[src/rtl/arb_pkg.sv]
// Shared types and default sizing for the asynchronous-request arbiter.
package arb_pkg;

    localparam int unsigned DEF_NUM_REQ        = 4;
    localparam int unsigned DEF_TIMEOUT_CYCLES = 16;

    typedef enum logic {
        IDLE  = 1'b0,
        GRANT = 1'b1
    } arb_state_e;

endpackage

[src/rtl/req_sync.sv]
// Two-flop synchronizer for one request line, cleared to 0 on reset.
module req_sync (
    input  logic clk,
    input  logic n_rst,
    input  logic async_i,
    output logic sync_o
);

    logic meta_q;
    logic sync_q;

    // Two-stage capture of the asynchronous level
    always_ff @(posedge clk or negedge n_rst) begin
        if (!n_rst) begin
            meta_q <= 1'b0;
            sync_q <= 1'b0;
        end else begin
            meta_q <= async_i;
            sync_q <= meta_q;
        end
    end

    assign sync_o = sync_q;

endmodule

[src/rtl/async_req_arbiter.sv]
// Round-robin arbiter for unsynchronized request lines sharing one resource.
// Each rising request edge is synchronized, captured as a pending bit and
// served one grant at a time until the resource pulses done.
// Optional build macro ARB_TIMEOUT_EN: aborts a grant held too long and
// pulses timeout_err; without it grants are held until done.
module async_req_arbiter
    import arb_pkg::*;
#(
    parameter int unsigned NUM_REQ        = DEF_NUM_REQ,
    parameter int unsigned TIMEOUT_CYCLES = DEF_TIMEOUT_CYCLES
) (
    input  logic                       clk,
    input  logic                       n_rst,
    input  logic [NUM_REQ-1:0]         async_req,
    input  logic                       done,
    output logic [NUM_REQ-1:0]         grant,
    output logic [$clog2(NUM_REQ)-1:0] grant_id,
    output logic                       busy,
    output logic                       timeout_err
);

    localparam int unsigned ID_W = $clog2(NUM_REQ);

    // Reject parameter values outside the supported range at elaboration
    if (NUM_REQ < 2 || NUM_REQ > 8 || TIMEOUT_CYCLES < 1) begin : g_param_check
        $error("async_req_arbiter: NUM_REQ must be 2..8 and TIMEOUT_CYCLES >= 1");
    end

    logic [NUM_REQ-1:0] req_sync_w;
    logic [NUM_REQ-1:0] sync_prev_q;
    logic [NUM_REQ-1:0] rise;
    logic [NUM_REQ-1:0] clr;
    logic [NUM_REQ-1:0] pending_q;
    logic [NUM_REQ-1:0] pending_d;

    arb_state_e         state_q;
    arb_state_e         state_d;
    logic [NUM_REQ-1:0] grant_q;
    logic [NUM_REQ-1:0] grant_d;
    logic [ID_W-1:0]    grant_id_q;
    logic [ID_W-1:0]    grant_id_d;
    logic               busy_q;
    logic               busy_d;
    logic [ID_W-1:0]    last_id_q;
    logic [ID_W-1:0]    last_id_d;

    logic               win_found;
    logic [ID_W-1:0]    win_id;
    logic [ID_W-1:0]    cand;

`ifdef ARB_TIMEOUT_EN
    localparam int unsigned CNT_W = $clog2(TIMEOUT_CYCLES + 1);
    logic [CNT_W-1:0]   cnt_q;
    logic [CNT_W-1:0]   cnt_d;
    logic               terr_q;
    logic               terr_d;
`endif

    // One synchronizer per request line
    for (genvar gi = 0; gi < NUM_REQ; gi++) begin : g_sync
        req_sync u_req_sync (
            .clk    (clk),
            .n_rst  (n_rst),
            .async_i(async_req[gi]),
            .sync_o (req_sync_w[gi])
        );
    end

    assign rise = req_sync_w & ~sync_prev_q;

    // Round-robin winner: first pending index scanning upward from last_id+1
    always_comb begin
        win_found = 1'b0;
        win_id    = '0;
        cand      = '0;
        for (int unsigned k = 1; k <= NUM_REQ; k++) begin
            cand = ID_W'((32'(last_id_q) + k) % NUM_REQ);
            if (!win_found && pending_q[cand]) begin
                win_found = 1'b1;
                win_id    = cand;
            end
        end
    end

    // Grant FSM next-state and output decode; pending clear follows the grant
    always_comb begin
        state_d    = state_q;
        grant_d    = grant_q;
        grant_id_d = grant_id_q;
        busy_d     = busy_q;
        last_id_d  = last_id_q;
        clr        = '0;
`ifdef ARB_TIMEOUT_EN
        cnt_d      = cnt_q;
        terr_d     = 1'b0;
`endif
        case (state_q)
            IDLE: begin
                if (win_found) begin
                    state_d    = GRANT;
                    grant_d    = NUM_REQ'(1) << win_id;
                    grant_id_d = win_id;
                    busy_d     = 1'b1;
                    last_id_d  = win_id;
                    clr        = NUM_REQ'(1) << win_id;
`ifdef ARB_TIMEOUT_EN
                    cnt_d      = '0;
`endif
                end
            end
            GRANT: begin
                if (done) begin
                    state_d = IDLE;
                    grant_d = '0;
                    busy_d  = 1'b0;
                end
`ifdef ARB_TIMEOUT_EN
                else if (cnt_q == CNT_W'(TIMEOUT_CYCLES)) begin
                    state_d = IDLE;
                    grant_d = '0;
                    busy_d  = 1'b0;
                    terr_d  = 1'b1;
                end else begin
                    cnt_d = cnt_q + CNT_W'(1);
                end
`endif
            end
        endcase
        // A fresh edge in the same cycle as its own clear stays pending
        pending_d = (pending_q & ~clr) | rise;
    end

    // State, grant and request bookkeeping registers
    always_ff @(posedge clk or negedge n_rst) begin
        if (!n_rst) begin
            state_q     <= IDLE;
            grant_q     <= '0;
            grant_id_q  <= '0;
            busy_q      <= 1'b0;
            last_id_q   <= ID_W'(NUM_REQ - 1);
            pending_q   <= '0;
            sync_prev_q <= '0;
        end else begin
            state_q     <= state_d;
            grant_q     <= grant_d;
            grant_id_q  <= grant_id_d;
            busy_q      <= busy_d;
            last_id_q   <= last_id_d;
            pending_q   <= pending_d;
            sync_prev_q <= req_sync_w;
        end
    end

`ifdef ARB_TIMEOUT_EN
    // Grant-age counter and abort pulse
    always_ff @(posedge clk or negedge n_rst) begin
        if (!n_rst) begin
            cnt_q  <= '0;
            terr_q <= 1'b0;
        end else begin
            cnt_q  <= cnt_d;
            terr_q <= terr_d;
        end
    end

    assign timeout_err = terr_q;
`else
    assign timeout_err = 1'b0;
`endif

    assign grant    = grant_q;
    assign grant_id = grant_id_q;
    assign busy     = busy_q;

endmodule

[config.mk]
export PLATFORM = sky130hd
export DESIGN_NAME = async_req_arbiter
export DESIGN_NICKNAME = d
export VERILOG_FILES = /design/src/rtl/arb_pkg.sv /design/src/rtl/req_sync.sv /design/src/rtl/async_req_arbiter.sv
export SDC_FILE = /design/constraint.sdc
export NUM_CORES = 1
export LEC_CHECK = 0
export CAP_MARGIN = 20
export CORE_UTILIZATION = 35
export CTS_CLUSTER_SIZE = 14
export DETAILED_ROUTE_END_ITERATION = 6
export PLACE_DENSITY = 0.66
export SLEW_MARGIN = 20
export SYNTH_ARGS = -nofsm -noshare
export SYNTH_HDL_FRONTEND = slang
export SYNTH_SLANG_ARGS = --single-unit
[constraint.sdc]
create_clock -name clk -period 3.7 [get_ports clk]
set_input_delay 0.74 -clock clk [delete_from_list [all_inputs] [get_ports clk]]
set_output_delay 0.74 -clock clk [all_outputs]
set_load 0.005 [all_outputs]
==> results of run 1 <==
-- logic make-up after synthesis --
family / Yosys count / synth area share, %
muxes: 1 / 0.892
DFF: 26 / 58.2
and+or+nand+nor: 27 / 15.3
other: 1 / 0.334
AOI/OAI and AO/OA: 31 / 18.5
buffers and inverters: 12 / 6.80
-- where the power goes --
| group | switching [mW] | internal, mW | leakage [nW] | total (mW) |
|---|---|---|---|---|
| logic | 0.154 | 0.185 | 0.242 | 0.338 |
| clock network | 0.0805 | 0.109 | 0.0279 | 0.190 |
| registers | 0.0857 | 0.363 | 0.300 | 0.449 |
-- final cells by class --
| class | instances | share of cell area (%) |
|---|---|---|
| clock inverters | 1 | 2.30 |
| flip-flops and latches | 26 | 50.0 |
| multi-input cells | 60 | 30.1 |
| inverters | 7 | 2.01 |
| clock buffers | 3 | 1.73 |
| well taps | 44 | 4.22 |
| repair buffers | 13 | 9.59 |
-- layer usage --
metal  global-route usage, %  part of all wire [%]  vias up  routed length [µm]
met4                    4.42                  0.85        0                  15
met5                       0                     0        -                   0
li1                        -                     -      371                   -
met3                    4.84                   4.7        2                  84
met1                    15.0                    46      357                 806
met2                    20.4                    49       17                 864
-- sequential cells by signal (all words and copies together), names as in the netlist --
name	cells
g_sync.u_req_sync.meta_q	4
g_sync.u_req_sync.sync_o	4
grant	4
pending_q	4
sync_prev_q	4
grant_id	2
last_id_q	2
busy	1
state_q	1
-- path summary, 6_finish.rpt --
check / start / endpoint / slack [ps] / cells after the start
worst max-delay path: grant[3] / grant[3] / 1740 / 1
worst min-delay path: g_sync[0].u_req_sync.meta_q / g_sync[0].u_req_sync.sync_o / 360 / 0
worst max register to register: pending_q[2] / grant_id[1] / 1930 / 4
worst min register to register: g_sync[0].u_req_sync.meta_q / g_sync[0].u_req_sync.sync_o / 360 / 0
max in group asynchronous: n_rst / last_id_q[1] / 2940 / 1
min in group asynchronous: n_rst / grant[2] / 380 / 1
-- worst reg2reg max path: cells and delay by family (launching register included) --
kind               cells  cell delay [ps]
AOI/OAI and AO/OA      1              180
and+or+nand+nor        3             1030
DFF                    1              480
-- per-stage QoR --
step	hold slack, ps	utilization, %	instance area (µm²)	setup WS [ps]
2_1_floorplan	331	-	1120	2110
3_3_place_gp	332	41.2	1260	1650
3_5_place_dp	338	41.2	1260	1580
4_1_cts	370	42.9	1310	1730
5_1_grt	377	42.7	1310	1660
6_report	365	42.7	1310	1740
-- layout by cell type (no fill, tap or decap), types with 2 or more instances in the layout --
cell | netlist | layout
a21o_1 | 3 | 3
a21oi_1 | 10 | 10
clkbuf_4 | 0 | 3
clkdlybuf4s50_1 | 0 | 12
dfrtp_1 | 24 | 24
dfstp_2 | 2 | 2
inv_1 | 7 | 7
nand2_1 | 5 | 5
nand2b_1 | 4 | 4
nor2_1 | 5 | 5
nor2b_1 | 2 | 2
nor3b_1 | 3 | 3
o21ai_0 | 5 | 5
o31ai_1 | 3 | 3
==> impl_metrics.py, run 1 <==
metrics = {
    "run_status": {
        "status": "completed",
    },
    "worst_setup_path": {
        "startpoint_type": "register",
        "cp_cell_sequence": "clkdlybuf4s50_1",
        "crit_path_top_delay_cell": "clkdlybuf4s50_1",
        "critical_path_class": "register to primary output",
        "crit_arrival_ps": 1220,
        "critPathCaptureType": "primary output",
        "crit_required_ps": 2960,
        "critPathBufInv": 1,
        "critical-path-top-delay-family": "buffers and inverters",
        "path_max_fanout": 3,
        "slowest_delay_ps": 510,
    },
    "power": {
        "p_leak_nw": 0.570,
        "ir_worst_vdd_uv": 393,
        "power.density_mw_per_mm2": 748,
        "total_power_uw": 977,
    },
    "placement": {
        "hpwl_mm": 1.30,
        "placedCellCount": 150,
        "gp_congestion": 0.842,
        "port_buffers": 13,
    },
    "hold_path": {
        "hold_class": "register to register",
    },
    "timing": {
        "finalCritPeriodShare_pct": 53.0,
        "finalCriticalPeriod_ps": 1960,
        "setup_tns_ps": 0,
        "worst_slew_pin_slew_ps": 542,
        "rsz0062_at_grt": "false",
        "fmax_mhz": 510,
        "finClkSkew_ps": 1.91,
        "hold_viol": 0,
        "slew_viol_final": 0,
        "setup_viol": 0,
        "slew_headroom_pct": 63.9,
    },
    "floorplanning": {
        "die_w_um": 58.6,
        "die_area_mm2": 0.00344,
        "die_y_um": 58.6,
        "core_region_area_mm2": 0.00305,
        "rows": 20,
        "io_pins": 15,
        "start_util_pct": 36.8,
    },
    "clocking": {
        "cts_root_buffer": "clkbuf_4",
        "cts_sinks": 26,
        "tritoncts": "built",
        "clock_path_buffers": 2,
        "numCtsBuffers": 3,
        "cts.clk_slew.worst_paths_ps": 130,
        "htree_levels": 1,
        "cts_hold_buf": 0,
        "post_cts_resize_count": 0,
        "worstSkewPairLatency_ps": 310,
        "cts_setup_buffers": 0,
    },
    "yosys": {
        "post-synth-top-count-cell": "dfrtp_1",
        "synth_commonest_cells": "dfrtp_1 (24), a21oi_1 (10), inv_1 (7)",
        "yosys_most_used_dff": "dfrtp_1",
        "async_reset_ff_share_pct": 100,
        "ys_top_cells_by_area": "dfrtp_1 (54%), dfstp_2 (4.7%), a21oi_1 (4.5%)",
        "synth.yosys.seq_area_share_pct": 58.2,
        "synth_seq_cells": 26,
        "ys.warnings.count": 0,
        "postSynthCellCount": 98,
        "netlist_area_mm2": 0.00112,
        "synth_area_per_cell_um2": 11.5,
        "yosysUniqueCellTypes": 36,
        "postSynthNetCount": 105,
        "synth_top_cell_by_area": "dfrtp_1",
        "synth_edf_count": 0,
        "synth_top_cell_area_share_pct": 53.5,
    },
    "detailed_routing": {
        "route.detailed.drc": 0,
        "wirelength_mm": 1.77,
        "via_per_inst": 4.85,
        "drtAntennaViolNets": 0,
        "drt_iter0_drc": 38,
        "dr_total_vias": 747,
        "dr.pass1.iters": 4,
        "wl_per_cell_um": 11.5,
    },
    "cells_and_area": {
        "fill_cells": 306,
        "n_antenna_cell": 0,
        "nets": 118,
        "seq_area_um2": 653,
        "syn_to_final_growth_pct": 16.3,
        "multi_input_area_um2": 393,
        "instances_no_fill": 154,
        "drive_above_1_share_pct": 11.8,
    },
    "global_routing": {
        "grt_pass1_wl_mm": 3.19,
        "overflow": 0,
        "grt_use_total_pct": 12.5,
        "grt_pass1_vias": 756,
        "grt_max_degree": 27,
        "antenna_found_initial": 0,
    },
    "run": {
        "max_cap_viol_count": 0,
    },
}
No activity file was read; power rests on OpenSTA's default activity.
==> run 2: changes to the inputs <==
Settings changed: PLACE_DENSITY 0.66 to 0.68.
Clock period 3.7 ns to 1.6 ns, I/O delays scaled along.
==> impl_metrics.py, run 2 (synthesis gave the netlist of run 1 again) <==
metrics = {
    "power": {
        "p_leak_nw": 0.649,
        "power.density_mw_per_mm2": 1750,
        "ir_worst_vdd_uv": 558,
    },
    "detailed_routing": {
        "wl_met1_um": 914,
        "wl_met2_mm": 1.12,
        "wl_met3_um": 85,
        "wirelength_mm": 2.18,
        "drt_iter0_drc": 24,
        "route.detailed.drc": 0,
        "dr_total_vias": 825,
        "wl_per_cell_um": 13.1,
        "via_per_inst": 4.97,
        "top_layer": "met4",
        "drtAntennaViolNets": 0,
        "dr.pass1.iters": 4,
    },
    "floorplanning": {
        "core_region_area_mm2": 0.00305,
        "rows": 20,
        "die_area_mm2": 0.00344,
        "io_pins": 15,
        "start_util_pct": 36.8,
        "die_y_um": 58.6,
        "die_w_um": 58.6,
    },
    "cells_and_area": {
        "final_cell_mix": "dfrtp_1 (24), clkdlybuf4s50_1 (13), buf_4 (12)",
        "n_antenna_cell": 0,
        "fill_cells": 291,
        "instances_no_fill": 166,
        "syn_to_final_growth_pct": 30.4,
        "nets": 131,
        "final_common_cell": "dfrtp_1",
        "drive_above_1_share_pct": 30.3,
    },
    "worst_setup_path": {
        "critical-path-top-delay-family": "compound AO/OA/AOI/OAI gates",
        "critPathBufInv": 1,
        "critical_path_class": "register to register",
        "crit_path_top_delay_cell": "dfrtp_1",
        "cp_cell_sequence": "buf_4, nand2b_1, a21oi_2, nor2_1, a221o_1",
        "critPathCaptureType": "register",
        "reg2reg_slack_ps": 30,
        "startpoint_type": "register",
        "path_max_fanout": 6,
        "crit_required_ps": 1810,
        "slowest_delay_ps": 450,
        "crit_arrival_ps": 1780,
    },
    "timing": {
        "fmax_mhz": 637,
        "finalCriticalPeriod_ps": 1570,
        "setup_viol": 0,
        "rsz0062_at_grt": "true",
        "slew_viol_final": 0,
        "finalCritPeriodShare_pct": 98.1,
        "finClkSkew_ps": 2.25,
        "holdWs_ps": 360,
        "worst_slack_ps": 29.7,
        "hold_viol": 0,
    },
    "global_routing": {
        "grt_use_total_pct": 13.8,
        "antenna_found_initial": 0,
        "grt_pass1_vias": 814,
        "grt_pass1_wl_mm": 3.53,
        "overflow": 0,
        "grt_max_degree": 27,
    },
    "clocking": {
        "cts.clk_slew.worst_paths_ps": 120,
        "worstSkewPairLatency_ps": 320,
        "cts_root_buffer": "clkbuf_4",
        "cts_sinks": 26,
        "numCtsBuffers": 3,
        "cts_hold_buf": 0,
        "clock_path_buffers": 2,
        "htree_levels": 1,
        "tritoncts": "built",
    },
    "placement": {
        "placedCellCount": 159,
        "hpwl_mm": 1.42,
        "dp_slack_ps": 4.20,
        "port_buffers": 13,
        "gp_congestion": 0.882,
    },
    "run_status": {
        "status": "completed",
    },
    "hold_path": {
        "hold_class": "input pin to async pin",
    },
    "run": {
        "max_cap_viol_count": 0,
    },
}
==> run 2: cell types whose count changed in the layout (fill, tap and decap cells not counted), sizes merged <==
cell	previous run	this run
buf	1	13
bufinv	1	0
clkdlybuf4s50	12	13
==> run 2: per-layer routing <==
layer / global-route usage [%] / up-vias
met5: 0 / -
met4: 7.14 / 0
met3: 1.98 / 7
met2: 23.5 / 22
met1: 17.0 / 405
li1: - / 391
==> run 2: layout make-up <==
cell class | count | area (µm²) | area share, %
clock buffer | 3 | 22.5 | 1.54
multi-input combinational | 60 | 475 | 32.5
inverter | 7 | 26.3 | 1.79
timing repair buffer | 26 | 231 | 15.8
tap | 44 | 55.1 | 3.76
sequential | 26 | 653 | 44.6
==> run 2: power by group <==
group	internal (mW)	switching, mW	total (mW)
clock	0.0883	0.177	0.266
combinational	0.711	0.601	1.31
sequential	0.840	0.147	0.987
total	1.64	0.925	2.56
==> run 2: final timing paths <==
check,start,to,depth (start not counted)
min in group clk,g_sync[3].u_req_sync.meta_q,g_sync[3].u_req_sync.sync_o,0
max in group asynchronous,n_rst,last_id_q[1],2
min,n_rst,state_q,2
min reg2reg,g_sync[3].u_req_sync.meta_q,g_sync[3].u_req_sync.sync_o,0
max,pending_q[0],pending_q[3],5
max reg2reg,pending_q[0],pending_q[3],5
==> run 2: worst reg2reg max path: cells and delay by family (launching register included) <==
family	cells	cell delay (ps)
flops	1	450
buf+inv	1	190
simple gates	2	270
compound gates	2	570
==> run 2: timing repair <==
item / in CTS / in global routing
buffers inserted: 2 / 2
resized for setup: 0 / 19
endpoints found under the setup margin: 1 / 11
hold endpoints to repair: 0 / 0
pin swaps: 0 / 1
==> run 2: through the flow <==
stage | utilization (%) | setup TNS [ps] | total power, mW | cell area (µm²)
after CTS | 44.6 | 0 | 2.29 | 1360
after global placement | 43.4 | 0 | 1.95 | 1330
after floorplan | - | 0 | 1.55 | 1120
final | 48.0 | 0 | 2.56 | 1460
after global routing | 48.0 | -72.0 | 2.74 | 1460
after detailed placement | 43.4 | 0 | 1.99 | 1330
